File: src/rtl/serial_adder_acc.sv
// Bit-serial add / subtract / accumulate unit.
// A single full-adder slice and a carry flip-flop process one operand bit
// per clock, LSB first. An operation takes WIDTH cycles after the start edge.
// The result, carry and overflow registers update together on the final edge.
module serial_adder_acc #(
    parameter int WIDTH = 8,
    parameter int CW    = 6
) (
    input  logic             clk,
    input  logic             rst,
    input  logic             start,
    input  logic [1:0]       op,
    input  logic             clr,
    input  logic [WIDTH-1:0] a,
    input  logic [WIDTH-1:0] b,
    output logic [WIDTH-1:0] sum,
    output logic             cout,
    output logic             ovf,
    output logic             busy,
    output logic             done
);

    typedef enum logic {
        IDLE = 1'b0,
        RUN  = 1'b1
    } state_t;

    state_t           state_reg, state_next;
    logic [WIDTH-1:0] a_sh_reg, a_sh_next;
    logic [WIDTH-1:0] b_sh_reg, b_sh_next;
    logic [WIDTH-1:0] res_sh_reg, res_sh_next;
    logic             carry_reg, carry_next;
    logic [CW-1:0]    cnt_reg, cnt_next;
    logic [WIDTH-1:0] sum_reg, sum_next;
    logic             cout_reg, cout_next;
    logic             ovf_reg, ovf_next;
    logic             done_reg, done_next;

    // B operand selected at the start edge.
    // Subtraction loads ~b and presets the carry, which forms a + ~b + 1.
    // Accumulation feeds the current sum back in as B.
    logic [WIDTH-1:0] b_load;

    genvar gi;
    generate
        for (gi = 0; gi < WIDTH; gi++) begin : g_bsel
            assign b_load[gi] = (op == 2'b01) ? ~b[gi] :
                                (op == 2'b10) ? sum_reg[gi] : b[gi];
        end
    endgenerate

    // One full-adder slice working on the current LSBs of the shift registers
    logic             s_bit;
    logic             c_bit;
    logic             last_bit;
    logic [WIDTH-1:0] res_shifted;

    assign s_bit       = a_sh_reg[0] ^ b_sh_reg[0] ^ carry_reg;
    assign c_bit       = (a_sh_reg[0] & b_sh_reg[0]) | (a_sh_reg[0] & carry_reg) |
                         (b_sh_reg[0] & carry_reg);
    assign last_bit    = (cnt_reg == CW'(WIDTH - 1));
    assign res_shifted = {s_bit, res_sh_reg[WIDTH-1:1]};

    // Next-state and datapath control; a start request takes priority over clr
    always_comb begin
        state_next  = state_reg;
        a_sh_next   = a_sh_reg;
        b_sh_next   = b_sh_reg;
        res_sh_next = res_sh_reg;
        carry_next  = carry_reg;
        cnt_next    = cnt_reg;
        sum_next    = sum_reg;
        cout_next   = cout_reg;
        ovf_next    = ovf_reg;
        done_next   = 1'b0;

        case (state_reg)
            IDLE: begin
                if (start) begin
                    a_sh_next   = a;
                    b_sh_next   = b_load;
                    res_sh_next = '0;
                    carry_next  = (op == 2'b01);
                    cnt_next    = '0;
                    state_next  = RUN;
                end else if (clr) begin
                    sum_next  = '0;
                    cout_next = 1'b0;
                    ovf_next  = 1'b0;
                end
            end
            RUN: begin
                a_sh_next   = a_sh_reg >> 1;
                b_sh_next   = b_sh_reg >> 1;
                res_sh_next = res_shifted;
                carry_next  = c_bit;
                cnt_next    = cnt_reg + CW'(1);
                if (last_bit) begin
                    // The MSB operand bits are still at position 0 on this edge
                    sum_next   = res_shifted;
                    cout_next  = c_bit;
                    ovf_next   = (a_sh_reg[0] == b_sh_reg[0]) && (s_bit != a_sh_reg[0]);
                    done_next  = 1'b1;
                    state_next = IDLE;
                end
            end
            default: state_next = IDLE;
        endcase
    end

    // State register with synchronous reset; a reset mid-run abandons the operation
    always_ff @(posedge clk) begin
        if (rst) begin
            state_reg  <= IDLE;
            a_sh_reg   <= '0;
            b_sh_reg   <= '0;
            res_sh_reg <= '0;
            carry_reg  <= 1'b0;
            cnt_reg    <= '0;
            sum_reg    <= '0;
            cout_reg   <= 1'b0;
            ovf_reg    <= 1'b0;
            done_reg   <= 1'b0;
        end else begin
            state_reg  <= state_next;
            a_sh_reg   <= a_sh_next;
            b_sh_reg   <= b_sh_next;
            res_sh_reg <= res_sh_next;
            carry_reg  <= carry_next;
            cnt_reg    <= cnt_next;
            sum_reg    <= sum_next;
            cout_reg   <= cout_next;
            ovf_reg    <= ovf_next;
            done_reg   <= done_next;
        end
    end

    assign sum  = sum_reg;
    assign cout = cout_reg;
    assign ovf  = ovf_reg;
    assign busy = (state_reg == RUN);
    assign done = done_reg;

endmodule

File: config.mk
export PLATFORM = sky130hd
export DESIGN_NAME = serial_adder_acc
export DESIGN_NICKNAME = d
export VERILOG_FILES = /design/src/rtl/serial_adder_acc.sv
export SDC_FILE = /design/constraint.sdc
export NUM_CORES = 1
export LEC_CHECK = 0
export CAP_MARGIN = 5
export CORE_MARGIN = 2
export CORE_UTILIZATION = 37
export CTS_CLUSTER_DIAMETER = 40
export DETAILED_ROUTE_END_ITERATION = 10
export GPL_TIMING_DRIVEN = 0
export PLACE_DENSITY = 0.72
export SLEW_MARGIN = 0
export SYNTH_ARGS = -nofsm -noshare
export SYNTH_HDL_FRONTEND = slang
export SYNTH_SLANG_ARGS = --single-unit
File: constraint.sdc
create_clock -name clk -period 1.3 [get_ports clk]
set_input_delay 0.26 -clock clk [delete_from_list [all_inputs] [get_ports clk]]
set_output_delay 0.26 -clock clk [all_outputs]
set_load 0.03 [all_outputs]
==> flow_summary.json, run 1 <==
{
  "drt_iter0_markers": 140,
  "dp_hpwl_um": 3710,
  "final_cells": 351,
  "clockBufferDepth": 2,
  "fin_ws_ns": -0.130,
  "clock-sinks": 42,
  "die-height_um": 79.7,
  "grt_pass1_vias": 1839,
  "period_share_pct": 110,
  "nets": 303,
  "slew_viol_final": 0,
  "r2r_setup_slack_ns": -0.13,
  "critical_path_arrival_ns": 1.65,
  "status": "finished with violations",
  "grt_pass1_wl_um": 8800,
  "synth.cell_area_um2": 2120,
  "diodes": 0,
  "min_period_ns": 1.43,
  "setup_viol_count_final": 5,
  "dp.cells": 331,
  "mostFrequentLayoutCells": "dfxtp_1 (35), a21oi_1 (21), nor2_1 (18)",
  "drive_gt1_share_pct": 28.7,
  "finClkSkew_ns": 0.00821,
  "numCtsBuffers": 5,
  "synth_seq_cells": 42,
  "root_buffer": "clkbuf_8",
  "crit_fanout": 2,
  "cts_tree": "built",
  "drt_wl_total_um": 5590,
  "grt_overflow": 0,
  "hold_violations": 0,
  "r2r_start": "carry_reg",
  "io_pins": 34,
  "fillers": 540,
  "mostFrequentLayoutCell": "dfxtp_1",
  "min_delay_path_depth": 3,
  "power.density_nw_per_um2": 1040,
  "cts.hold.buffers_added": 0,
  "route.vias.total": 1899,
  "yosysWarnings": 0,
  "grt_setup_unrepaired": "true",
  "worst_pin_slew_ns": 0.537,
  "cts.clk_slew.worst_paths_ns": 0.09,
  "port_buffers": 31,
  "holdWs_ns": 0.422,
  "violations": "negative setup slack",
  "worstSkewPairLatency_ns": 0.30,
  "synth_top_area_share_pct": 39.7,
  "via_per_inst": 5.41,
  "multi_input_area_um2": 1140,
  "reg2reg_depth": 5,
  "ys_top_cells_by_area": "dfxtp_1 (40%), mux2_2 (7.4%), mux2i_1 (5.7%)",
  "synth_nets": 253,
  "r2r-end": "ovf",
  "maxCapViolations": 0,
  "synth_edf_count": 0,
  "start_util_pct": 38.5,
  "ctsHtreeMaxLevel": 2,
  "avgSynthCellArea_um2": 9.29,
  "die_area_um2": 6350,
  "final_antenna_net_count": 0,
  "min_to": "b_sh_reg[7]",
  "antenna_found_initial": 0,
  "place_congestion": 0.823,
  "ys_types": 39,
  "die-width_um": 79.7,
  "synthArstFlopShare_pct": 0,
  "peakVddDrop_mv": 0.663,
  "wl_per_cell_um": 15.9,
  "slew-limit-headroom_pct": 64.2,
  "drc_errors": 0,
  "core_area_um2": 5510,
  "hold_path_class": "in -> reg",
  "areaGrowthSynthToFinish_pct": 31.2,
  "cp.required_ns": 1.52,
  "synth_cells": 228,
  "ys.flop_type": "dfxtp_1",
  "firstDrtPassIters": 4,
  "num_rows": 27,
  "max_freq_ghz": 0.699,
  "grt_max_degree": 14,
  "worstHoldStart": "rst",
  "regArea_um2": 857,
  "tns_ns": -0.171,
  "end_kind": "flip-flop",
  "ys_seq_area_share_pct": 39.7,
  "synth_area_leader_cell": "dfxtp_1",
  "crit_type": "reg -> reg",
  "grt.total_usage_pct": 17.8,
  "static-leakage-power_nw": 1.03,
  "startpoint_type": "flip-flop"
}
[final cells by class]
cell class                      instances  share of cell area [%]
Tap cell                               72                    3.24
Clock inverter                          3                    1.44
Timing Repair Buffer                   44                    14.4
Sequential cell                        42                    30.8
Multi-Input combinational cell        151                    41.0
Buffer                                 22                    5.04
Clock buffer                            5                    2.48
Inverter                               12                    1.62
[cell families after synthesis]
family	after synthesis	share of synthesized area, %
compound gates	60	19.6
simple gates	53	13.4
flops	42	39.7
buf+inv	35	8.33
mux	26	13.1
xor+xnor	9	3.72
fa+ha+maj	3	2.13
[Yosys cell counts, types with 2 or more instances]
cell and n:
ha_1 2, a22oi_1 6, a221oi_1 7, nor2b_1 4
nand2b_1 3, inv_1 12, or3_1 2, buf_4 2
mux2i_1 12, nand3_1 4, a211oi_1 3, dfxtp_1 42
buf_6 3, a21oi_1 22, nand4_1 8, a2bb2oi_1 7
buf_2 11, nor2_1 19, nor3_1 2, o211ai_1 11
xnor2_1 8, nand2_1 3, clkbuf_1 6, mux2_2 14
[how the worst max path moves through the flow]
stage | startpoint | endpoint | slack, ns | cells after the start
CTS | carry_reg | ovf | -0.11 | 5
finish | carry_reg | ovf | -0.13 | 5
global route | carry_reg | ovf | -0.22 | 5
detailed placement | start | a_sh_reg[6] | -0.52 | 5
global placement | start | a_sh_reg[0] | -0.46 | 5
floorplan | cnt_reg[0] | cout | 0.003 | 5
[what timing repair did]
action,4_1_cts,5_1_grt
pin swaps,7,11
endpoints found under the setup margin,45,24
cloned,1,2
buffers inserted,5,5
resized for setup,48,21
[stage by stage]
stage	util [%]	setup WS, ns	cell area, µm²	power (mW)
4_1_cts	49.5	-0.106	2730	2.87
3_5_place_dp	45.8	-0.521	2520	1.83
6_report	50.5	-0.130	2780	2.89
2_1_floorplan	-	0.00301	2120	1.69
3_3_place_gp	45.8	-0.457	2520	1.83
5_1_grt	50.5	-0.220	2780	3.02
[power by group]
part	internal, mW	leakage, nW	switching (mW)
registers	1.33	0.346	0.0232
clock network	0.566	0.0579	0.470
logic	0.252	0.625	0.249
[metal layers]
metal	global-route usage, %	routed length [µm]	part of all wire (%)
met5	0	0	0
met2	30.5	2720	49
met4	5.86	97	1.7
met1	21.8	2480	44
met3	4.30	296	5.3
[critical path: stages (launching register included)]
cell,delay (ns)
dfxtp_2,0.33
inv_2,0.04
fa_1,0.59
xnor2_1,0.14
nand3_1,0.11
mux2i_1,0.15
No activity file was read; power rests on OpenSTA's default activity.
==> run 2, diff against run 1 <==
HOLD_SLACK_MARGIN = 0.05   (was unset)
==> results of run 2 <==
Same layout as run 1: the final DEF is identical, and so are final timing and power.
